### config.mk
export PLATFORM = sky130hd
export DESIGN_NAME = spec_fifo_arb
export DESIGN_NICKNAME = d
export VERILOG_FILES = /design/src/rtl/spec_fifo_arb.sv
export SDC_FILE = /design/constraint.sdc
export NUM_CORES = 1
export LEC_CHECK = 0
export ABC_AREA = 0
export CAP_MARGIN = 5
export CORE_MARGIN = 10
export CORE_UTILIZATION = 38
export DETAILED_ROUTE_END_ITERATION = 16
export GPL_TIMING_DRIVEN = 0
export PLACE_DENSITY = 0.85
export SYNTH_ARGS = -nofsm -noshare
export SYNTH_HDL_FRONTEND = slang
export SYNTH_SLANG_ARGS = --single-unit
### constraint.sdc
create_clock -name clk -period 2.4 [get_ports clk]
set_clock_uncertainty 0.05 [all_clocks]
set_input_delay 0.36 -clock clk [delete_from_list [all_inputs] [get_ports clk]]
set_output_delay 0.36 -clock clk [all_outputs]
set_load 0.02 [all_outputs]
### src/rtl/spec_fifo_arb.sv
// Round-robin write-side arbiter for a speculative FIFO.
// One producer owns the FIFO write port for a whole packet. The last beat
// commits it; an abort, or too long without progress, reverts it, so the
// FIFO reader only ever sees complete packets.
//
// state | meaning
// ------+-------------------------------------------------------------
// IDLE  | no owner, outputs quiet, next owner picked from rr_ptr upward
// BUSY  | owner_q streams beats into the FIFO until commit or revert
module spec_fifo_arb #(
    parameter int WIDTH   = 8,
    parameter int NUM_REQ = 4,
    parameter int TIMEOUT = 15
) (
    input  logic                       clk,
    input  logic                       reset,
    input  logic [NUM_REQ-1:0]         req_valid,
    input  logic [NUM_REQ*WIDTH-1:0]   req_data,
    input  logic [NUM_REQ-1:0]         req_last,
    input  logic [NUM_REQ-1:0]         req_abort,
    output logic [NUM_REQ-1:0]         req_ready,
    output logic [NUM_REQ-1:0]         grant,
    output logic                       fifo_valid_in,
    output logic [WIDTH-1:0]           fifo_data_in,
    input  logic                       fifo_ready_in,
    output logic                       fifo_commit,
    output logic                       fifo_revert,
    output logic                       timeout_err
);

    localparam int PTR_W = (NUM_REQ > 1) ? $clog2(NUM_REQ) : 1;
    localparam int CNT_W = $clog2(TIMEOUT + 1);

    typedef enum logic {
        S_IDLE = 1'b0,
        S_BUSY = 1'b1
    } state_t;

    state_t             state_q, state_d;
    logic [NUM_REQ-1:0] grant_q, grant_d;
    logic [PTR_W-1:0]   owner_q, owner_d;
    logic [PTR_W-1:0]   rr_ptr_q, rr_ptr_d;
    logic [CNT_W-1:0]   stall_cnt_q, stall_cnt_d;

    logic               pick_found;
    logic [PTR_W-1:0]   pick_idx;
    int                 pick_scan;
    logic               busy;
    logic               accept;
    logic               abort_g;
    logic               stall_hit;
    logic               done;

    // Round-robin search: scan offsets high to low so the smallest offset
    // from rr_ptr that has a valid request is the one left standing.
    always_comb begin
        pick_found = 1'b0;
        pick_idx   = '0;
        pick_scan  = 0;
        for (int i = NUM_REQ - 1; i >= 0; i--) begin
            pick_scan = int'(rr_ptr_q) + i;
            if (pick_scan >= NUM_REQ) begin
                pick_scan = pick_scan - NUM_REQ;
            end
            if (req_valid[PTR_W'(pick_scan)]) begin
                pick_found = 1'b1;
                pick_idx   = PTR_W'(pick_scan);
            end
        end
    end

    // Data path and handshake outputs, purely combinational from the owner.
    // Abort wins over last so a packet is never committed and reverted at once.
    always_comb begin
        busy          = (state_q == S_BUSY);
        req_ready     = '0;
        fifo_valid_in = 1'b0;
        fifo_data_in  = '0;
        if (busy) begin
            req_ready[owner_q] = fifo_ready_in;
            fifo_valid_in      = req_valid[owner_q];
            fifo_data_in       = req_data[int'(owner_q) * WIDTH +: WIDTH];
        end
        accept      = busy & req_valid[owner_q] & fifo_ready_in;
        abort_g     = busy & req_abort[owner_q];
        stall_hit   = busy & (stall_cnt_q == CNT_W'(TIMEOUT - 1)) & ~accept;
        fifo_commit = accept & req_last[owner_q] & ~abort_g;
        fifo_revert = abort_g | stall_hit;
        timeout_err = stall_hit & ~abort_g;
        done        = fifo_commit | fifo_revert;
    end

    // Next-state: grant on request, release on commit/revert, track stalls.
    always_comb begin
        state_d     = state_q;
        grant_d     = grant_q;
        owner_d     = owner_q;
        rr_ptr_d    = rr_ptr_q;
        stall_cnt_d = stall_cnt_q;
        case (state_q)
            S_IDLE: begin
                if (pick_found) begin
                    state_d     = S_BUSY;
                    grant_d     = {{(NUM_REQ-1){1'b0}}, 1'b1} << pick_idx;
                    owner_d     = pick_idx;
                    stall_cnt_d = '0;
                end
            end
            S_BUSY: begin
                if (done) begin
                    state_d     = S_IDLE;
                    grant_d     = '0;
                    stall_cnt_d = '0;
                    rr_ptr_d    = (owner_q == PTR_W'(NUM_REQ - 1)) ? '0 : owner_q + 1'b1;
                end else if (accept) begin
                    stall_cnt_d = '0;
                end else begin
                    stall_cnt_d = stall_cnt_q + 1'b1;
                end
            end
            default: state_d = S_IDLE;
        endcase
    end

    // All sequencer registers; reset drops any packet in flight at once.
    always_ff @(posedge clk or posedge reset) begin
        if (reset) begin
            state_q     <= S_IDLE;
            grant_q     <= '0;
            owner_q     <= '0;
            rr_ptr_q    <= '0;
            stall_cnt_q <= '0;
        end else begin
            state_q     <= state_d;
            grant_q     <= grant_d;
            owner_q     <= owner_d;
            rr_ptr_q    <= rr_ptr_d;
            stall_cnt_q <= stall_cnt_d;
        end
    end

    assign grant = grant_q;

endmodule
==> impl_metrics.csv <==
group,metric,value,unit
status,status,"finished, final reports clean",
placement,dp_slack,-405,ps
routing,drc,0,
yosys,synth_compound_area_share,14.0,%
sta,layout_setup_ws,21.2,ps
sta,worstMarginPinSlew,502,ps
hold_path,hp-class,"in2async",
worst_setup_path,crit_path_cell_trace,"buf_6 > buf_6 > mux4_2 > nand3_2 > a2111oi_4 > buf_4",
worst_setup_path,timing.rr.end,"rr_ptr_q[0]$_DFFE_PP0P_",
cts,cts.htree.levels,1,
routing,vias,1208,
power_and_ir_drop,p_int,1.13,mW
global_route,grtUsageTotal,15.1,%
cts,cts_buffers,3,
worst_setup_path,critPathLaunchType,"flop",
global_route,grt_first_pass_wirelength,6580,um
placement,hpwl,3550,um
yosys,yosysWarnings,0,
global_route,grt_pass1_vias,1270,
sta,rsz0062_at_grt,"true",
global_route,grt_max_degree,14,
power_and_ir_drop,clock_power_share,6.8,%
die,num_rows,19,
placement,io_buffers,66,
sta,final-setup-viol-count,0,
cts,holdBufCountCts,0,
cts,root_buffer,"clkbuf_4",
yosys,synth_ff_type,"dfrtp_1",
placement,placed_cell_area,1840,um^2
cts,cts_sinks,13,
sta,finalCritPeriodShare,99.1,%
finish,drive_above_1_share,19.7,%
worst_setup_path,cp_max_fo,6,
die,die_x,74.7,um
finish,stdcell_area,1950,um^2
power_and_ir_drop,p_switching,0.871,mW
yosys,yosys.area_share.simple,19.9,%
routing,firstDrtPassIters,4,
die,io_pins,67,
yosys,ys_seq_area_share,28.6,%
yosys,syn_area,1140,um^2
routing,first_iter_violations,53,
yosys,synth_edf_count,0,
worst_setup_path,cp.arrival,1970,ps
die,start_util,40.6,%
global_route,antenna_found_initial,0,
run,cap_violations,0,
yosys,syn_area_per_cell,10.1,um^2
sta,drv_slew,0,
worst_setup_path,critPathSlowestCell,"dfrtp_1",
routing,avgRoutedWirePerCell,19.6,um
global_route,grt_remaining_overflow,0,
worst_setup_path,rr_worst_depth,7,
worst_setup_path,crit_cells,6,
routing,ant_nets,0,
worst_setup_path,r2r-start,"owner_q[0]$_DFFE_PP0P_",
worst_setup_path,startpoint,"owner_q[0]$_DFFE_PP0P_",
yosys,synth_xor_area_share,0,%
worst_setup_path,max_stage_delay,420,ps
yosys,ys_async_sr_fraction,100,%
power_and_ir_drop,p_comb_share,72.3,%
power_and_ir_drop,p_seq_share,20.9,%
routing,viasPerCell,5.52,
yosys,synth.ff_latch_count,13,
sta,relSlewSlack,66.5,%
sta,clock.fmax,420,MHz
worst_setup_path,crit_family,"buffers and inverters",
die,core-area,2810,um^2
die,dieArea,5590,um^2
die,dieHeight,74.7,um
finish,antenna_cells,0,
worst_setup_path,end_kind,"primary output",
worst_setup_path,ff2ff_setup_slack,130,ps
yosys,syn-num-nets,166,
finish,areaGrowthSynthToFinish,71.1,%
sta,fin_crit,2380,ps
worst_setup_path,critPathRequiredTime,1990,ps
cts,path_clk_slew,80,ps
yosys,muxShareOfSynthArea,26.5,%
finish,nets,242,
sta,hold_violations,0,
yosys,synthAdderAreaFrac,6.59,%
routing,wl,4300,um
worst_setup_path,worstSetupEndpoint,"fifo_commit",
placement,gp_congestion,0.808,
worst_setup_path,crit_buf_inv,3,
power_and_ir_drop,leakage,0.867,nW
power_and_ir_drop,p_per_area,1020,nW/um^2
finish,num-fill-cells,197,
power_and_ir_drop,peakVddDrop,0.651,mV
yosys,synth_top_family_by_area,"multiplexers",
power_and_ir_drop,switching_share,43.6,%
worst_setup_path,path_common_cell,"buf_6",
cts,clock_latency,270,ps
yosys,netlist-cell-type-count,34,
worst_setup_path,crit_type,"reg2out",
yosys,synthCells,113,
cts,cts_buffer_depth,2,
cts,cts_tree,"done",
==> sequential cells by signal, indices dropped and copies added, names as in the netlist <==
signal	cells
grant	4
busy	1
stall_cnt_q	4
rr_ptr_q	2
owner_q	2
==> power groups by stage <==
stage                     sequential, mW  clock (mW)  combinational (mW)
final                              0.418       0.136                1.44
after CTS                          0.410       0.137                1.35
after global placement             0.382           0                1.36
after floorplan                    0.409           0               0.847
after detailed placement           0.394           0                1.39
after global routing               0.431       0.146                1.56
==> layout by cell type (no fill, tap or decap), types with 3 or more instances in the layout <==
cell type        synthesis  layout
a21oi_1                  5       5
clkdlybuf4s15_1          0       5
ha_1                     6       6
clkbuf_4                 0       3
mux4_2                  10      10
clkdlybuf4s50_1          0      51
dfrtp_1                 13      12
inv_1                    6       6
nor4_1                   3       3
nor2b_1                  3       3
and2_1                   9       9
mux2_4                   3       3
nor2_1                  10      10
nand2_1                  8       8
dlygate4sd2_1            0       6
buf_4                    0       7
and3_1                   5       5
==> cell families (layout without fill, tap and decap cells) <==
family,Yosys count,after routing
buffers and inverters,11,86
DFF,13,13
muxes,16,16
adders and majority gates,6,6
and+or+nand+nor,44,44
AOI/OAI and AO/OA,23,23
==> final cells by class <==
type	count	area, um^2	area share, %
Clock buffer	4	26.3	1.35
Tap cell	31	38.8	1.99
Timing Repair Buffer	72	692	35.5
Multi-Input combinational cell	89	803	41.2
Buffer	4	38.8	1.99
Sequential cell	13	327	16.8
Inverter	6	22.5	1.16
==> worst min path at each step <==
stage                         startpoint                   end  cells after the start
floorplan                          reset        busy$_DFF_PP0_                      1
global placement    grant[3]$_DFFE_PP0P_  grant[3]$_DFFE_PP0P_                      1
detailed placement  grant[0]$_DFFE_PP0P_  grant[0]$_DFFE_PP0P_                      1
CTS                                reset  grant[3]$_DFFE_PP0P_                      2
global route                       reset  grant[0]$_DFFE_PP0P_                      2
finish                             reset  grant[3]$_DFFE_PP0P_                      2
==> stage by stage <==
step                setup TNS, ps  util, %  total power, mW  hold WS (ps)  instances
global route                -99.3     69.4             2.14           407        219
floorplan                       0        -             1.26           187        113
CTS                         -21.5     66.7             1.90           377        214
detailed placement          -1640     65.6             1.78           429        210
finish                          0     69.4             2.00           356        219
global placement            -1490     65.6             1.75           412        210
==> metal layers <==
layer  up-vias  wire length (um)  global-route usage [%]
li1        567                 -                       -
met1       568              1760                    17.1
met2        69              1810                    24.6
met3         4               692                    7.49
met4         0                42                    4.41
met5         -                 0                       0
==> synthesized netlist by cell type, types with 2 or more instances <==
| cell type | n | area share, % |
|---|---|---|
| a21o_1 | 2 | 1.3 |
| a21oi_1 | 5 | 2.2 |
| and2_1 | 9 | 4.9 |
| and3_1 | 5 | 2.7 |
| buf_2 | 2 | 0.88 |
| clkbuf_1 | 2 | 0.66 |
| dfrtp_1 | 13 | 29 |
| ha_1 | 6 | 6.6 |
| inv_1 | 6 | 2.0 |
| mux2_4 | 3 | 4.0 |
| mux2i_1 | 2 | 1.8 |
| mux4_2 | 10 | 20 |
| nand2_1 | 8 | 2.6 |
| nand3_1 | 3 | 1.3 |
| nor2_1 | 10 | 3.3 |
| nor2b_1 | 3 | 1.6 |
| nor4_1 | 3 | 1.6 |
| o21ai_0 | 2 | 0.88 |
| o21ai_1 | 2 | 0.88 |
| o22ai_1 | 2 | 1.1 |
| o2bb2ai_1 | 2 | 1.5 |
==> repair_timing <==
item	CTS	global route
resized for setup	31	13
buffers inserted	1	5
setup endpoints to repair	15	9
pin swaps	0	1
Power figures use the tool's default switching activity.
